### config.mk
export PLATFORM = sky130hd
export DESIGN_NAME = fsm_bus_arb
export DESIGN_NICKNAME = d
export VERILOG_FILES = /design/src/rtl/fsm_bus_arb.sv
export SDC_FILE = /design/constraint.sdc
export NUM_CORES = 1
export LEC_CHECK = 0
export CAP_MARGIN = 20
export CORE_UTILIZATION = 41
export CTS_CLUSTER_SIZE = 20
export DETAILED_ROUTE_END_ITERATION = 16
export PLACE_DENSITY = 0.94
export SYNTH_ARGS = -nofsm -noshare
export SYNTH_HDL_FRONTEND = slang
export SYNTH_SLANG_ARGS = --single-unit
### constraint.sdc
create_clock -name p125clk -period 5.97 [get_ports p125clk]
set_input_delay 1.194 -clock p125clk [delete_from_list [all_inputs] [get_ports p125clk]]
set_output_delay 1.194 -clock p125clk [all_outputs]
set_load 0.05 [all_outputs]
### src/rtl/fsm_bus_arb.sv
// fsm_bus_arb
//   Round-robin arbiter and timing sequencer for the shared FLASH/SRAM bus.
//   NCLIENT masters issue single-word read or write requests. The block picks
//   one requester, drives the shared address and data pins, and times the
//   strobes: SETUP, then the strobe phase (ACCESS), then HOLD, then TURN idle
//   cycles. It returns a one-cycle ack, and for reads the captured data.
//
//   Optional feature macro: FSM_BUS_RDY_EN. When it is defined, the strobe
//   phase stretches while rdy_i is low, up to RDY_TIMEOUT extra cycles. A
//   timeout acks with an err_o pulse. When it is not defined, rdy_i is
//   ignored and err_o is always 0.
//
// Ports
//   p125clk, p125rst      clock, synchronous active-high reset
//   req_i/we_i            per-client request (held until ack) and 1=write
//   addr_i/wdata_i        packed per-client address / write data
//   ack_o, rdata_o        completion pulse to winner, read data (held)
//   fsm_a_o               address pins
//   fsm_d_o, fsm_d_oe     data out pins and tristate enable
//   fsm_d_i               data in pins
//   ce_n_o, oe_n_o, we_n_o  chip enables and strobes, active low
//   rdy_i, err_o          device ready, per-client timeout pulse
module fsm_bus_arb #(
  parameter int NCLIENT     = 2,
  parameter int AW          = 26,
  parameter int DW          = 32,
  parameter int RD_WAIT     = 8,
  parameter int WR_WAIT     = 6,
  parameter int TURN        = 1,
  parameter int RDY_TIMEOUT = 255
) (
  input  logic                  p125clk,
  input  logic                  p125rst,
  input  logic [NCLIENT-1:0]    req_i,
  input  logic [NCLIENT-1:0]    we_i,
  input  logic [NCLIENT*AW-1:0] addr_i,
  input  logic [NCLIENT*DW-1:0] wdata_i,
  output logic [NCLIENT-1:0]    ack_o,
  output logic [DW-1:0]         rdata_o,
  output logic [AW-1:0]         fsm_a_o,
  output logic [DW-1:0]         fsm_d_o,
  output logic                  fsm_d_oe,
  input  logic [DW-1:0]         fsm_d_i,
  output logic [NCLIENT-1:0]    ce_n_o,
  output logic                  oe_n_o,
  output logic                  we_n_o,
  input  logic                  rdy_i,
  output logic [NCLIENT-1:0]    err_o
);

  localparam int PW  = (NCLIENT > 1) ? $clog2(NCLIENT) : 1;
  localparam int M1  = (RD_WAIT > WR_WAIT) ? RD_WAIT : WR_WAIT;
`ifdef FSM_BUS_RDY_EN
  localparam int M2  = (M1 > RDY_TIMEOUT) ? M1 : RDY_TIMEOUT;
`else
  localparam int M2  = M1;
`endif
  // TURN also reuses the down-counter, so the counter must be wide enough for it.
  localparam int M3  = (M2 > TURN) ? M2 : TURN;
  localparam int CW  = $clog2(M3 + 1);

  localparam logic [CW-1:0] RD_LD   = CW'(RD_WAIT - 1);
  localparam logic [CW-1:0] WR_LD   = CW'(WR_WAIT - 1);
  localparam logic [CW-1:0] TURN_LD = CW'((TURN > 0) ? TURN - 1 : 0);

  typedef enum logic [2:0] {
    S_IDLE,
    S_SETUP,
    S_ACCESS,
    S_HOLD,
    S_TURN
  } state_t;

  state_t              state_q, state_d;
  logic [PW-1:0]       ptr_q, ptr_d;
  logic [CW-1:0]       cnt_q, cnt_d;
  logic                wr_q, wr_d;
  logic [AW-1:0]       fsm_a_q, fsm_a_d;
  logic [DW-1:0]       fsm_d_q, fsm_d_d;
  logic                d_oe_q, d_oe_d;
  logic [NCLIENT-1:0]  ce_n_q, ce_n_d;
  logic                oe_n_q, oe_n_d;
  logic                we_n_q, we_n_d;
  logic [NCLIENT-1:0]  ack_q, ack_d;
  logic [NCLIENT-1:0]  err_q, err_d;
  logic [DW-1:0]       rdata_q, rdata_d;
`ifdef FSM_BUS_RDY_EN
  logic [CW-1:0]       ext_q, ext_d;
  localparam logic [CW-1:0] EXT_LIM = CW'(RDY_TIMEOUT);
`else
  logic unused_rdy;
  assign unused_rdy = rdy_i;
`endif

  // Unpack the per-client buses into arrays. This lets the winner index select directly.
  logic [AW-1:0] addr_arr  [NCLIENT];
  logic [DW-1:0] wdata_arr [NCLIENT];
  for (genvar k = 0; k < NCLIENT; k++) begin : g_unpack
    assign addr_arr[k]  = addr_i[k*AW +: AW];
    assign wdata_arr[k] = wdata_i[k*DW +: DW];
  end

  // Round-robin search. Start at ptr+1, wrap, and stop at the first requester.
  // The last winner is searched last, so every requester is served within
  // NCLIENT grants.
  logic [PW-1:0] win;
  always_comb begin
    logic found;
    int   idx;
    found = 1'b0;
    win   = '0;
    for (int i = 1; i <= NCLIENT; i++) begin
      idx = (int'(ptr_q) + i) % NCLIENT;
      if (!found && req_i[PW'(idx)]) begin
        found = 1'b1;
        win   = PW'(idx);
      end
    end
  end

  logic acc_end, acc_tmo;

  always_comb begin
    state_d = state_q;
    ptr_d   = ptr_q;
    cnt_d   = cnt_q;
    wr_d    = wr_q;
    fsm_a_d = fsm_a_q;
    fsm_d_d = fsm_d_q;
    d_oe_d  = d_oe_q;
    ce_n_d  = ce_n_q;
    oe_n_d  = oe_n_q;
    we_n_d  = we_n_q;
    ack_d   = '0;
    err_d   = '0;
    rdata_d = rdata_q;
    acc_end = 1'b0;
    acc_tmo = 1'b0;
`ifdef FSM_BUS_RDY_EN
    ext_d   = ext_q;
`endif

    unique case (state_q)
      S_IDLE: begin
        if (|req_i) begin
          ptr_d       = win;
          wr_d        = we_i[win];
          fsm_a_d     = addr_arr[win];
          fsm_d_d     = wdata_arr[win];
          ce_n_d      = '1;
          ce_n_d[win] = 1'b0;
          d_oe_d      = we_i[win];
          state_d     = S_SETUP;
        end
      end
      S_SETUP: begin
        cnt_d   = wr_q ? WR_LD : RD_LD;
        oe_n_d  = wr_q;
        we_n_d  = ~wr_q;
        state_d = S_ACCESS;
`ifdef FSM_BUS_RDY_EN
        ext_d   = '0;
`endif
      end
      S_ACCESS: begin
        if (cnt_q != '0) begin
          cnt_d = cnt_q - 1'b1;
        end
`ifdef FSM_BUS_RDY_EN
        // Base strobe time is complete. Keep the strobe asserted while the
        // device holds rdy low, up to the extension limit.
        else if (!rdy_i) begin
          if (ext_q == EXT_LIM) acc_tmo = 1'b1;
          else                  ext_d   = ext_q + 1'b1;
        end
`endif
        else begin
          acc_end = 1'b1;
        end
      end
      S_HOLD: begin
        ce_n_d = '1;
        d_oe_d = 1'b0;
        if (TURN > 0) begin
          cnt_d   = TURN_LD;
          state_d = S_TURN;
        end else begin
          state_d = S_IDLE;
        end
      end
      S_TURN: begin
        if (cnt_q == '0) state_d = S_IDLE;
        else             cnt_d   = cnt_q - 1'b1;
      end
      default: state_d = S_IDLE;
    endcase

    // Leave ACCESS. Strobes go high and the ack is issued for the HOLD cycle.
    // A timed-out read leaves rdata unchanged.
    if (acc_end || acc_tmo) begin
      oe_n_d         = 1'b1;
      we_n_d         = 1'b1;
      ack_d[ptr_q]   = 1'b1;
      err_d[ptr_q]   = acc_tmo;
      state_d        = S_HOLD;
      if (acc_end && !wr_q) rdata_d = fsm_d_i;
    end
  end

  always_ff @(posedge p125clk) begin
    if (p125rst) begin
      state_q <= S_IDLE;
      ptr_q   <= PW'(NCLIENT - 1);
      cnt_q   <= '0;
      wr_q    <= 1'b0;
      fsm_a_q <= '0;
      fsm_d_q <= '0;
      d_oe_q  <= 1'b0;
      ce_n_q  <= '1;
      oe_n_q  <= 1'b1;
      we_n_q  <= 1'b1;
      ack_q   <= '0;
      err_q   <= '0;
      rdata_q <= '0;
`ifdef FSM_BUS_RDY_EN
      ext_q   <= '0;
`endif
    end else begin
      state_q <= state_d;
      ptr_q   <= ptr_d;
      cnt_q   <= cnt_d;
      wr_q    <= wr_d;
      fsm_a_q <= fsm_a_d;
      fsm_d_q <= fsm_d_d;
      d_oe_q  <= d_oe_d;
      ce_n_q  <= ce_n_d;
      oe_n_q  <= oe_n_d;
      we_n_q  <= we_n_d;
      ack_q   <= ack_d;
      err_q   <= err_d;
      rdata_q <= rdata_d;
`ifdef FSM_BUS_RDY_EN
      ext_q   <= ext_d;
`endif
    end
  end

  assign ack_o    = ack_q;
  assign rdata_o  = rdata_q;
  assign fsm_a_o  = fsm_a_q;
  assign fsm_d_o  = fsm_d_q;
  assign fsm_d_oe = d_oe_q;
  assign ce_n_o   = ce_n_q;
  assign oe_n_o   = oe_n_q;
  assign we_n_o   = we_n_q;
`ifdef FSM_BUS_RDY_EN
  assign err_o    = err_q;
`else
  logic unused_err;
  assign unused_err = |err_q;
  assign err_o      = '0;
`endif

endmodule

==> results.cfg <==
[status]
outcome = completed

[clocking]
cts_hold_buffers = 0
cts_resized = 0
htree_levels = 3
cts-buffers-inserted = 9
postCtsSetupRepairBufs = 0
cts.clk_slew.worst_paths_ns = 0.10
insertion_delay_ns = 0.36
cts_tree = built
cts_root_buf = clkbuf_8
clockBufferDepth = 2
cts.sinks = 106

[placement]
io_buffer_count = 250
pre_cts_ws_ns = 2.25
dpl_cell_area_sq_um = 6960
place_inst = 807
dp_hpwl_um = 9240
place.gp.congestion = 0.796

[die]
die_area_sq_um = 11300
floorplan.initialDensity = 0.427
design.core.area_sq_um = 10400
io_pins = 254
die_w_um = 106
die_y_um = 106
rows = 37

[grt]
overflow = 0
grt_pass1_vias = 4181
grtUsageTotal = 0.219
grt_max_degree = 115
antenna_found_initial = 0
grt_pass1_wl_um = 19600

[logic_synthesis]
yosysMostFrequentCell = dfxtp_1
postSynthCellCount = 459
syn_area_sq_um = 4450
synth_top_flop_cell = dfxtp_1
synth_top_area_frac = 0.477
synth_common_cells = dfxtp_1 (106), nor2_1 (100), mux2i_1 (90)
async_flop_share = 0
post_synth.cell_area_avg_sq_um = 9.69
yosys_warnings = 0
yosysUniqueCellTypes = 39
ys_seq_area_frac = 0.477
synth_area_leaders = dfxtp_1 (48%), mux2i_1 (20%), a211oi_1 (9.8%), nor2_1 (8.4%), clkbuf_1 (2.4%)
yosysTopAreaCell = dfxtp_1
synth_edf_count = 0
ys_ff_latch = 106

[detailed_routing]
wl_um = 12500
final_antenna_net_count = 0
routed_via_density = 5.08
drc = 0
routedWlPerCell_um = 15.3
initialDrtViolationCount = 104
vias = 4169
drtPass1Iterations = 4

[setup_path]
crit_path_end_kind = register
path_class = input port to register
r2r_end = fsm_a_o[1]
cp-startpoint = req_i[0]
crit_fanout = 114
crit_path_start_kind = input port
timing.rr.start = state_q[0]
cp_data_arrival_time_ns = 3.59
r2r_cells = 4
required_ns = 6.24
ff2ff_setup_slack_ns = 3.36

[finish]
drive_gt1_frac = 0.0321
layout.nets = 838
fin_area_sq_um = 7190
n_fill_cell = 775
area_delta_synth_final_pct = 61.6
fin_cells = 821
insertedDiodeCount = 0

[timing]
fmax_ghz = 0.301
layout_min_cycle_time_ns = 3.33
hold_violations = 0
slew_headroom = 0.283
drv_slew = 0
setup_viol = 0
setup_tns_ns = 0
worstMarginPinSlew_ns = 1.07
post-route-period-util = 0.557
layout_setup_ws_ns = 2.64
fin_skew_ns = 0.00696
rsz0062_at_grt = no

[pwr]
ir_drop_mv = 0.212
static-leakage-power_uw = 0.00291
power_density_nw_per_um2 = 422

[min_path]
min_to = ce_n_o[0]
hold_depth = 2
hold_path_class = register to register
worstHoldStart = ce_n_o[0]

[run]
drv_cap = 0
[layout make-up]
class / count / area, sq um / area share
timing repair buffer: 252 / 2510 / 0.350
tap: 136 / 170 / 0.0237
clock inverter: 5 / 105 / 0.0146
sequential: 106 / 2120 / 0.295
multi-input combinational: 310 / 2140 / 0.298
clock buffer: 9 / 124 / 0.0172
inverter: 3 / 11.3 / 0.00157
[per-stage QoR]
step / hold slack, ns / utilization / total power, uW
after global routing: 0.504 / 0.690 / 3190
after detailed placement: 0.470 / 0.668 / 2540
final: 0.482 / 0.690 / 3040
after CTS: 0.484 / 0.690 / 3060
after global placement: 0.459 / 0.668 / 2490
after floorplan: 0.428 / - / 2040
[power breakdown]
group          total [uW]  internal (uW)  switching (uW)
clock                 509            274             235
sequential            995            877             117
combinational        1530            574             957
[metal layers]
| metal | up-vias | part of all wire | wire [um] | global-route usage |
|---|---|---|---|---|
| li1 | 2070 | - | - | - |
| met1 | 1898 | 0.39 | 4940 | 0.233 |
| met2 | 173 | 0.50 | 6200 | 0.399 |
| met3 | 28 | 0.081 | 1010 | 0.0650 |
| met4 | 0 | 0.029 | 367 | 0.0952 |
| met5 | - | 0 | 0 | 0 |
[flip-flops by register name, indices dropped and copies added (netlist names)]
signal    cells
ce_n_o        2
oe_n_o        1
rdata_o      32
wr_q          1
fsm_a_o      26
ptr_q         1
fsm_d_oe      1
we_n_o        1
state_q       3
cnt_q         4
fsm_d_o      32
ack_o         2
[cell usage in the layout, fill, tap and decap left out, types with 2 or more instances in the layout]
cell type / netlist / routed
clkdlybuf4s50_1: 0 / 249
dfxtp_1: 106 / 106
nor2_1: 100 / 100
mux2i_1: 90 / 90
a211oi_1: 58 / 58
clkbuf_8: 0 / 9
nor3_1: 7 / 7
o21ai_0: 5 / 5
a21oi_1: 4 / 4
nand3_1: 4 / 4
inv_1: 3 / 3
nor3b_1: 3 / 3
xnor2_1: 3 / 3
o21ai_1: 3 / 3
nand3b_1: 3 / 3
a31oi_1: 3 / 3
bufinv_16: 0 / 3
buf_4: 2 / 3
nand2b_1: 3 / 2
nor2b_1: 2 / 2
nor4_1: 3 / 2
nand2_1: 2 / 2
conb_1: 1 / 2
clkinvlp_4: 0 / 2
[critical path, cell delays in order]
cell             delay [ns]
clkdlybuf4s50_1        0.53
nor2_1                 0.11
nor4_2                 0.39
buf_4                  0.87
nor2_1                 0.12
a211oi_1               0.28
[worst max-delay path by stage]
stage               slack, ns           to
finish                   2.64   fsm_a_o[1]
global route             2.49  fsm_a_o[18]
CTS                      2.62   fsm_a_o[1]
detailed placement       2.25   fsm_a_o[1]
global placement         2.45   fsm_a_o[2]
floorplan                3.59  fsm_a_o[15]
[cell families (layout without fill, tap and decap cells)]
| kind of cell | after synthesis | in the layout | synth area share |
|---|---|---|---|
| AND/OR/NAND/NOR | 133 | 133 | 0.133 |
| flip-flops | 106 | 106 | 0.477 |
| multiplexers | 91 | 91 | 0.205 |
| AO/OA/AOI/OAI | 79 | 79 | 0.127 |
| buffers and inverters | 44 | 269 | 0.0453 |
| XOR/XNOR | 3 | 3 | 0.00591 |
| adder cells (fa/ha/maj) | 2 | 2 | 0.00506 |
| other | 1 | 2 | 0.000843 |
(Power assumes the default switching activity.)
==> variant: new RTL, same flow settings <==
Make the reset (`p125rst`) asynchronous in one clocked block. Comments in the files are not updated.
--- a/src/rtl/fsm_bus_arb.sv
+++ b/src/rtl/fsm_bus_arb.sv
@@ -207,7 +207,7 @@
     end
   end
 
-  always_ff @(posedge p125clk) begin
+  always_ff @(posedge p125clk or posedge p125rst) begin
     if (p125rst) begin
       state_q <= S_IDLE;
       ptr_q   <= PW'(NCLIENT - 1);
Function: differs if p125rst is asserted again (counterexample within 4 cycles, from zero or initial values and one cycle with p125rst high); with p125rst held inactive, the same outputs for 10 cycles.
==> variant against the original RTL <==
Sequential power increased by 31%; highest routed layer unchanged; wire length up 5.0%; sequential share of layout area is 5.1 points higher; cell area up 7.0%; utilization decreased by 1.7 points; cell count shrank 1.7%; synthesized area increased by 8.3%; setup slack better by 0.33 ns; sequential cell count is the same; critical path depth shrank 1; power increased by 49%; clock power grew 32%; via count shrank 2.0%.
==> variant: results (changes against the original RTL) <==
Timing
The final worst clock skew is 0.00833 ns (+0.00137 ns).

Global routing
The number of global-route vias before repair came to 3948 (-5.6%). The largest net degree at the start of global routing is 102 (-11%). The first-pass GRT wire length is 19.3 mm (-1.9%). The aggregate global-route resource usage is 0.208 (-0.0115).

Synth
By count the netlist is led by 101 x sky130_fd_sc_hd__dfrtp_1, 65 x sky130_fd_sc_hd__nand2_1, 59 x sky130_fd_sc_hd__mux2i_1, 52 x sky130_fd_sc_hd__o21ai_0, 31 x sky130_fd_sc_hd__mux2_2. The main flop type after synthesis is sky130_fd_sc_hd__dfrtp_1. The number of instances in the synthesized netlist was 426 (-7.2%). Ranked by total cell area, the synthesized netlist is headed by sky130_fd_sc_hd__dfrtp_1 52%, sky130_fd_sc_hd__mux2i_1 12%, sky130_fd_sc_hd__mux2_2 7.3%. The fraction of synthesized area in multiplexers came to 0.198 (-0.00762). The xor and xnor area share after synthesis came to 0.00182 (-0.00409). The post-synthesis compound-gate area fraction was 0.102 (-0.0253).

Run status
The flow ran to the end, and the final reports show no timing, DRC or antenna violations.

Worst setup path
The endpoint arrival time on the critical path is 3.18 ns (-0.41 ns). The maximum fanout encountered on the critical timing path is 34 (-70%).

Detailed routing
The average wire per standard cell is 16.3 um (+6.9%). The count of routing violations after the opening detailed-route iteration was 184 (+77%). The via count normalized by instance count is 5.06 (-0.34%).

Place
The pre-CTS worst setup slack is 2.62 ns (+0.370 ns). The estimated wirelength of the detail-placed design is 9.98 mm (+8.0%). The post-placement cell count is 791 (-2.0%).

Pwr
The static leakage is 3.47 nW (+19%).

CTS
The insertion delay to the later sink of the worst-skew pair was 0.33 ns (-0.03 ns). The cell at the root of the clock tree is sky130_fd_sc_hd__clkbuf_16.

Cells and area
From synthesis to final layout, the design area changed by 59.7%.
-- variant: changes by cell type in the layout (fill, tap and decap cells not counted), sizes merged, moves of 31 or more --
cell    change
dfxtp     -106
dfrtp     +101
nor2       -88
nand2      +63
a211oi     -55
o21ai      +54
mux2       +31
mux2i      -31
-- variant: path summary, 6_finish.rpt --
path / startpoint / to / slack [ns] / cells past startpoint
hold reg to reg: fsm_a_o[7]$_DFFE_PP0P_ / fsm_a_o[7]$_DFFE_PP0P_ / 0.49 / 2
hold / removal: fsm_a_o[7]$_DFFE_PP0P_ / fsm_a_o[7]$_DFFE_PP0P_ / 0.49 / 2
max in group asynchronous: p125rst / rdata_o[19]$_DFFE_PP0P_ / 3.53 / 3
setup reg to reg: state_q[1]$_DFFE_PP0P_ / rdata_o[7]$_DFFE_PP0P_ / 3.16 / 4
setup / recovery: req_i[0] / fsm_a_o[19]$_DFFE_PP0P_ / 2.97 / 5
min in group asynchronous: p125rst / rdata_o[18]$_DFFE_PP0P_ / 1.30 / 2
-- variant: where the power goes --
part / switching [W] / total (W) / internal, W
registers: 0.000236 / 0.00130 / 0.00106
clock network: 0.000248 / 0.000670 / 0.000423
logic: 0.00165 / 0.00254 / 0.000899
total: 0.00213 / 0.00451 / 0.00238
-- variant: routing by layer --
metal	part of all wire	GRT usage	wire length [um]	vias to the layer above
met5	0	0	0	-
met4	0.017	0.0761	218	0
li1	-	-	-	1939
met1	0.38	0.238	5030	1951
met3	0.072	0.0364	952	18
met2	0.53	0.386	6960	176
-- variant: final cells by class --
type	count	share of cell area
clock inverter	4	0.0129
timing repair buffer	253	0.328
sequential	106	0.346
multi-input combinational	283	0.254
inverter	6	0.00325
clock buffer	12	0.0321
tap	143	0.0233
